$ cat config.mk
export PLATFORM = sky130hd
export DESIGN_NAME = imm_extend_queue_flat
export DESIGN_NICKNAME = d
export VERILOG_FILES = /design/src/rtl/imm_extend_queue_if.sv /design/src/rtl/imm_extend_queue.sv /design/src/flat_wrapper.sv
export SDC_FILE = /design/constraint.sdc
export NUM_CORES = 1
export LEC_CHECK = 0
export CORE_UTILIZATION = 44
export DETAILED_ROUTE_END_ITERATION = 16
export PLACE_DENSITY = 0.71
export SYNTH_ARGS = -nofsm -noshare
export SYNTH_HDL_FRONTEND = slang
export SYNTH_SLANG_ARGS = --single-unit
$ cat constraint.sdc
create_clock -name clk -period 4.2 [get_ports clk]
set_input_delay 0.63 -clock clk [delete_from_list [all_inputs] [get_ports clk]]
set_output_delay 0.63 -clock clk [all_outputs]
set_load 0.05 [all_outputs]
$ cat src/rtl/imm_extend_queue_if.sv
// ---------------------------------------------------------------------------
// imm_extend_queue_if
// Bundles the producer handshake, the consumer handshake, the redirect flush
// and the occupancy count of imm_extend_queue.
//   flush              : synchronous queue clear (branch/jump redirect)
//   in_valid/in_ready  : decode-side handshake, in_data + in_mode payload
//   out_valid/out_ready: ALU-side handshake, out_data payload (queue head)
//   count              : number of entries held
// Modports: master = the environment driving the unit, slave = the unit.
// ---------------------------------------------------------------------------
interface imm_extend_queue_if #(
    parameter int IN_W  = 16,
    parameter int OUT_W = 32,
    parameter int DEPTH = 2
);
    localparam int CW = $clog2(DEPTH) + 1;

    logic             flush;
    logic             in_valid;
    logic             in_ready;
    logic [IN_W-1:0]  in_data;
    logic [1:0]       in_mode;
    logic             out_valid;
    logic             out_ready;
    logic [OUT_W-1:0] out_data;
    logic [CW-1:0]    count;

    modport master (
        output flush, in_valid, in_data, in_mode, out_ready,
        input  in_ready, out_valid, out_data, count
    );

    modport slave (
        input  flush, in_valid, in_data, in_mode, out_ready,
        output in_ready, out_valid, out_data, count
    );
endinterface

$ cat src/rtl/imm_extend_queue.sv
// ---------------------------------------------------------------------------
// imm_extend_queue
// Immediate-extension unit feeding the ALU operand mux. Each accepted
// immediate is extended (zero / sign / replicate / upper-place) at enqueue
// and stored in a DEPTH-entry circular queue so ALU stalls do not stall
// decode.
// Ports:
//   clk   : single clock, rising edge
//   reset : asynchronous, active-high, clears all control state
//   bus   : imm_extend_queue_if.slave (handshakes, flush, count)
// in_mode: 00 zero-extend, 01 sign-extend, 10 replicate bit 0,
//          11 upper-place (lui style).
// ---------------------------------------------------------------------------
module imm_extend_queue #(
    parameter int IN_W  = 16,
    parameter int OUT_W = 32,
    parameter int DEPTH = 2
) (
    input  logic                clk,
    input  logic                reset,
    imm_extend_queue_if.slave   bus
);
    localparam int PW = $clog2(DEPTH);
    localparam int CW = PW + 1;

    typedef logic [OUT_W-1:0] word_t;

    word_t          mem_q [DEPTH];
    logic [PW-1:0]  wr_ptr_q, wr_ptr_d;
    logic [PW-1:0]  rd_ptr_q, rd_ptr_d;
    logic [CW-1:0]  count_q, count_d;
    word_t          last_q, last_d;
    logic           push;
    logic           pop;
    word_t          ext_value;

    // Casts avoid zero-width replications when IN_W == OUT_W.
    function automatic word_t extend(input logic [IN_W-1:0] data,
                                     input logic [1:0]      mode);
        logic signed [IN_W-1:0]  sdata;
        logic signed [OUT_W-1:0] sext;
        word_t                   r;
        sdata = $signed(data);
        sext  = OUT_W'(sdata);
        case (mode)
            2'b00:   r = OUT_W'(data);
            2'b01:   r = sext;
            2'b10:   r = {OUT_W{data[0]}};
            default: r = OUT_W'(data) << (OUT_W - IN_W);
        endcase
        return r;
    endfunction

    assign ext_value = extend(bus.in_data, bus.in_mode);

    // Handshake outputs depend only on registered count and flush.
    assign bus.in_ready  = (count_q < CW'(DEPTH)) && !bus.flush;
    assign bus.out_valid = (count_q != '0);
    assign bus.count     = count_q;
    // An empty queue shows the last popped value (0 after reset) rather
    // than whatever stale word the read pointer happens to address.
    assign bus.out_data  = bus.out_valid ? mem_q[rd_ptr_q] : last_q;

    always_comb begin
        push     = bus.in_valid && bus.in_ready;
        pop      = bus.out_valid && bus.out_ready && !bus.flush;
        wr_ptr_d = wr_ptr_q;
        rd_ptr_d = rd_ptr_q;
        count_d  = count_q;
        last_d   = last_q;
        if (bus.flush) begin
            wr_ptr_d = '0;
            rd_ptr_d = '0;
            count_d  = '0;
        end else begin
            if (push) begin
                wr_ptr_d = wr_ptr_q + PW'(1);
            end
            if (pop) begin
                rd_ptr_d = rd_ptr_q + PW'(1);
                last_d   = mem_q[rd_ptr_q];
            end
            case ({push, pop})
                2'b10:   count_d = count_q + CW'(1);
                2'b01:   count_d = count_q - CW'(1);
                default: count_d = count_q;
            endcase
        end
    end

    always_ff @(posedge clk or posedge reset) begin
        if (reset) begin
            wr_ptr_q <= '0;
            rd_ptr_q <= '0;
            count_q  <= '0;
            last_q   <= '0;
        end else begin
            wr_ptr_q <= wr_ptr_d;
            rd_ptr_q <= rd_ptr_d;
            count_q  <= count_d;
            last_q   <= last_d;
        end
    end

    // Storage is never cleared; count/pointers decide what is live.
    always_ff @(posedge clk) begin
        if (push) begin
            mem_q[wr_ptr_q] <= ext_value;
        end
    end
endmodule

$ cat src/flat_wrapper.sv
// flat-port wrapper written by rule: the top's interface ports become plain ports
module imm_extend_queue_flat 
#(
    parameter int IN_W  = 16,
    parameter int OUT_W = 32,
    parameter int DEPTH = 2
)
  (clk, reset, bus_flush, bus_in_valid, bus_in_data, bus_in_mode, bus_out_ready, bus_in_ready, bus_out_valid, bus_out_data, bus_count);
  imm_extend_queue_if #(.IN_W(IN_W), .OUT_W(OUT_W), .DEPTH(DEPTH)) bus_i ();
  input  logic clk;
  input  logic reset;
  input wire logic [$bits(bus_i.flush)-1:0] bus_flush;
  input wire logic [$bits(bus_i.in_valid)-1:0] bus_in_valid;
  input wire logic [$bits(bus_i.in_data)-1:0] bus_in_data;
  input wire logic [$bits(bus_i.in_mode)-1:0] bus_in_mode;
  input wire logic [$bits(bus_i.out_ready)-1:0] bus_out_ready;
  output wire logic [$bits(bus_i.in_ready)-1:0] bus_in_ready;
  output wire logic [$bits(bus_i.out_valid)-1:0] bus_out_valid;
  output wire logic [$bits(bus_i.out_data)-1:0] bus_out_data;
  output wire logic [$bits(bus_i.count)-1:0] bus_count;
  assign bus_i.flush = bus_flush;
  assign bus_i.in_valid = bus_in_valid;
  assign bus_i.in_data = bus_in_data;
  assign bus_i.in_mode = bus_in_mode;
  assign bus_i.out_ready = bus_out_ready;
  assign bus_in_ready = bus_i.in_ready;
  assign bus_out_valid = bus_i.out_valid;
  assign bus_out_data = bus_i.out_data;
  assign bus_count = bus_i.count;
  imm_extend_queue #(.IN_W(IN_W), .OUT_W(OUT_W), .DEPTH(DEPTH)) u_core (.clk(clk), .reset(reset), .bus(bus_i));
endmodule
== Word-level counts from Yosys, hierarchy flattened ==
Memory sizes are Yosys's and may differ from the RTL's.
Cells that the tools add are included.
Storage, ports and cells
  memories: 1
  bits in writable memories: 64
  bits in registers: 36
  output and inout bits: 36
  word-level logic and storage cells: 36
Operators by class
  eq/ne operators: 4
  $add $sub $neg: 4
  muxes and demuxes: 10
  bitwise logic cells: 1
  $lt $le $gt $ge: 1
  reduce and logical (&&, ||, !) cells: 11
Memories
  u_core.mem_q: depth 2, width 32, read ports 1, clocked after Yosys merged registers in 0, wr ports 1, line imm_extend_queue.sv:28  | word_t mem_q [DEPTH];
Operator list (number)
  $pmux 32 s3: 1
  $mux 32: 1
  $mux 1: 6
  $reduce_bool 2->1: 3
  $eq 2x1->1 const B: 2
  $eq 2x2->1 const B: 2
  $logic_and 1x1->1: 4
  $pmux 2 s2: 1
  $reduce_bool 3->1: 1
  $add 1x1->1 const B: 2
  $add 2x1->2 const B: 1
  $logic_not 2->1: 1
  $lt 2x2->1 const B: 1
  $mux 2: 1
  $reduce_and 2->1: 1
  $sub 2x1->2 const B: 1
  $logic_not 1->1: 1
  $not 1->1: 1

== Longest topological paths before layout ==
  word-level depth: 6
  depth in mapped cells: 5

== Least setup slack after synthesis ==
OpenSTA, ideal clock, no wires.
  path type: flip-flop to flip-flop
  from: register u_core.count_q[1], in the netlist u_core.bus.count[1]
  to: memory u_core.mem_q[1][0] (netlist name), enable pin
  slack: 0.368 ns
  path buffers: 0
  library setup time: 0.468 ns
  arrival time: 3.364 ns
  cell stages (with the launch flop): 3
  period minus slack after synthesis: 3.832 ns
  cell sequence: dfrtp_1 nand2b_1 nor3b_1
Between the ends
  cells in the longest elaborated chain, start to end: 5
Ends and longest elaborated chain
  from (decl): line imm_extend_queue.sv:31  | logic [CW-1:0] count_q, count_d;
  from (signal assigned): line imm_extend_queue.sv:100  | count_q <= count_d;
  $lt 2x2->1: line imm_extend_queue.sv:57  | assign bus.in_ready = (count_q < CW'(DEPTH)) && !bus.flush;
  $logic_and 1x1->1: line imm_extend_queue.sv:57
  $logic_and 1x1->1: line imm_extend_queue.sv:65  | push = bus.in_valid && bus.in_ready;
  $mux 1: line imm_extend_queue.sv:107  | if (push) begin
  $mux 1 (implied by the code): line imm_extend_queue.sv:108  | mem_q[wr_ptr_q] <= ext_value;
  to (decl): line imm_extend_queue.sv:28
No other way between the ends.

== Worst setup path after layout ==
  from: register u_core.count_q[1], in the netlist u_core.bus.count[1]
  to: output bus_out_data[20]
Between the ends
  cells in the longest elaborated chain, start to end: 2
Ends and longest elaborated chain
  $reduce_bool 2->1: line imm_extend_queue.sv:58  | assign bus.out_valid = (count_q != '0);
  $mux 32: line imm_extend_queue.sv:62  | assign bus.out_data = bus.out_valid ? mem_q[rd_ptr_q] : last_q;
  to (decl): line flat_wrapper.sv:19  | output wire logic [$bits(bus_i.out_data)-1:0] bus_out_data;
No other way between the ends.

==> reports/qor.csv <==
metric,value,unit
outcome,finished clean,
area_growth,18.8,%
cp-end-kind,primary output,
grt_use_total,0.163,
layout_commonest_cell,edfxtp_1,
drc_errors,0,
hp-class,reg2reg,
synth.avg_cell_area,13.8,um^2
holdPathStages,1,
cts_setup_buffers,0,
crit_path_top_delay_cell,clkdlybuf4s50_1,
setup_ws,0.651,ns
n_antenna_cell,0,
crit_buf_inv,2,
synth_compound_gate_area_share,0.114,
synth_xor_area_frac,0.00388,
firstDrtPassIters,4,
grt_pass1_vias,2569,
slew_headroom,0.371,
clock.fmax,0.282,GHz
grt_max_degree,42,
startpoint_type,flop,
ios,59,
period_needed,3.55,ns
grt_antenna_before_repair,0,
dieHeight,103,um
cts_tree,built,
synth_cell_types,29,
timing.rr.end,u_core.last_q[29],
yosysWarningCount,0,
synth_seq_cells,100,
synthSimpleGateAreaFrac,0.0399,
hp-start,u_core.last_q[4],
ctsResizeCount,0,
cp.required,3.57,ns
r2r_cells,3,
cp_max_fo,41,
slew_viol_final,0,
path_class,reg2out,
syn-num-nets,351,
final_cell_mix,"edfxtp_1 (64), clkdlybuf4s50_1 (58), dfrtp_1 (36)",
clk_latency,0.35,ns
clockBufferDepth,2,
fillers,802,
clkTransAtPathRegs,0.09,ns
die_w,103,um
port_buffers,58,
pwr_density_cell,522,nW/um^2
setup-violations-final,0,
nNetsFinal,402,
ys_seq_area_frac,0.625,
peakVddDrop,0.178,mV
cp-startpoint,u_core.bus.count[1],
period_share,0.845,
critical_path.top_delay_family,buffers and inverters,
multiInputGateArea,1490,um^2
layout-drive-gt1-share,0.174,
grt-ovfl-total,0,
syn-cell-area,4520,um^2
tns,0,ns
synthAdderAreaFrac,0,
min_delay_worst_endpoint,u_core.last_q[4],
synth_top_area_cell,edfxtp_1,
num_rows,36,
cts_hold_buf,0,
core_area,9860,um^2
cts.sinks,100,
grt_pass1_wl,12800,um
r2r_start,u_core.bus.count[0],
regArea,2820,um^2
cts_buffers,9,
rrSetupSlack,2.27,ns
place_hpwl,5440,um
htreeDepth,3,
max_cap_violations,0,
synth_top_cell_area_share,0.425,
synth_top_family_by_area,multiplexers,
wl,8280,um
cts-root-buf,clkbuf_8,
critical_path_arrival,2.92,ns
wl_per_cell,16.0,um
hold_viol,0,
start_util,0.458,
postSynthCellCount,328,
path_cells,or2_2 -> buf_4 -> nor2_1 -> a21oi_1 -> clkdlybuf4s50_1,
gp_congestion,0.733,
via_count,2680,
ant_nets,0,
viasPerCell,5.18,
drt_first_iter_violations,177,
tightest_slew,0.943,ns
critPathMaxStageDelay,0.82,ns
p_leak,2.10,nW
die-area,10700,um^2
rsz0062_at_grt,no,
synth.area.mux_share,0.169,
skew,0.0113,ns
synthTopCellsByArea,"edfxtp_1 (43%), dfrtp_1 (20%), mux2_4 (6.6%)",
dpl_worst_slack,1.01,ns
## cell families after synthesis
logic type                count (synthesis)
buffers and inverters                    40
muxes                                    63
xor gates and xnor gates                  2
AOI/OAI and AO/OA                        85
and+or+nand+nor                          38
DFF                                     100
## synthesized netlist by cell type (all sizes together)
| master | instances |
|---|---|
| nor3b | 1 |
| buf | 14 |
| a21oi | 19 |
| xor2 | 2 |
| nor3 | 1 |
| o31ai | 17 |
| nor2 | 21 |
| or2 | 1 |
| mux2i | 18 |
| inv | 16 |
| mux2 | 45 |
| nand3b | 2 |
| and2 | 1 |
| a21o | 15 |
| nand2b | 2 |
| dfrtp | 36 |
| clkbuf | 10 |
| nor2b | 3 |
| edfxtp | 64 |
| o21ai | 34 |
| nand2 | 6 |
## routing by layer
| metal | GRT usage | wire length (um) | vias to the layer above | part of all wire |
|---|---|---|---|---|
| met5 | 0 | 0 | - | 0 |
| met1 | 0.216 | 3640 | 1314 | 0.44 |
| met3 | 0.0255 | 281 | 9 | 0.034 |
| met2 | 0.268 | 4280 | 65 | 0.52 |
| met4 | 0.0726 | 78 | 0 | 0.0094 |
| li1 | - | - | 1292 | - |
## state kept, by name (all words and copies together) (netlist names)
register          count
u_core.mem_q         64
u_core.last_q        32
u_core.bus.count      2
u_core.rd_ptr_q       1
u_core.wr_ptr_q       1
## power breakdown
group / switching [mW] / total, mW / internal, mW
sequential: 0.0571 / 1.24 / 1.18
combinational: 0.555 / 0.922 / 0.368
clock: 0.308 / 0.642 / 0.334
total: 0.920 / 2.80 / 1.88
## stage by stage
stage | instances | hold slack [ns] | util | instance area (um^2) | power [mW]
CTS | 517 | 0.516 | 0.544 | 5370 | 2.83
finish | 517 | 0.511 | 0.544 | 5370 | 2.80
floorplan | 328 | 0.476 | - | 4520 | 1.94
global route | 517 | 0.527 | 0.544 | 5370 | 2.93
global placement | 501 | 0.489 | 0.523 | 5160 | 2.17
detailed placement | 501 | 0.493 | 0.523 | 5160 | 2.19
## cell type report
type	count	share of cell area
Inverter	16	0.0112
Clock buffer	11	0.0245
Sequential cell	100	0.526
Timing Repair Buffer	64	0.117
Tap cell	133	0.0310
Multi-Input combinational cell	188	0.277
Clock inverter	5	0.0142
## worst register-to-register path: cells and delay by family, from the launching register on
kind             cells  cell delay (ns)
flip-flops           1             0.46
AO/OA/AOI/OAI        1             0.71
multiplexers         1             0.38
AND/OR/NAND/NOR      1             0.27
## worst max-delay path by stage
| stage | end | slack (ns) | cells past startpoint |
|---|---|---|---|
| after floorplan | u_core.mem_q[1][0] | 0.37 | 2 |
| after global placement | bus_out_data[10] | 1.08 | 5 |
| after detailed placement | bus_out_data[20] | 1.01 | 5 |
| after CTS | bus_out_data[20] | 0.61 | 5 |
| after global routing | bus_out_data[20] | 0.46 | 5 |
| final | bus_out_data[20] | 0.65 | 5 |
No activity file was read; power rests on OpenSTA's default activity.
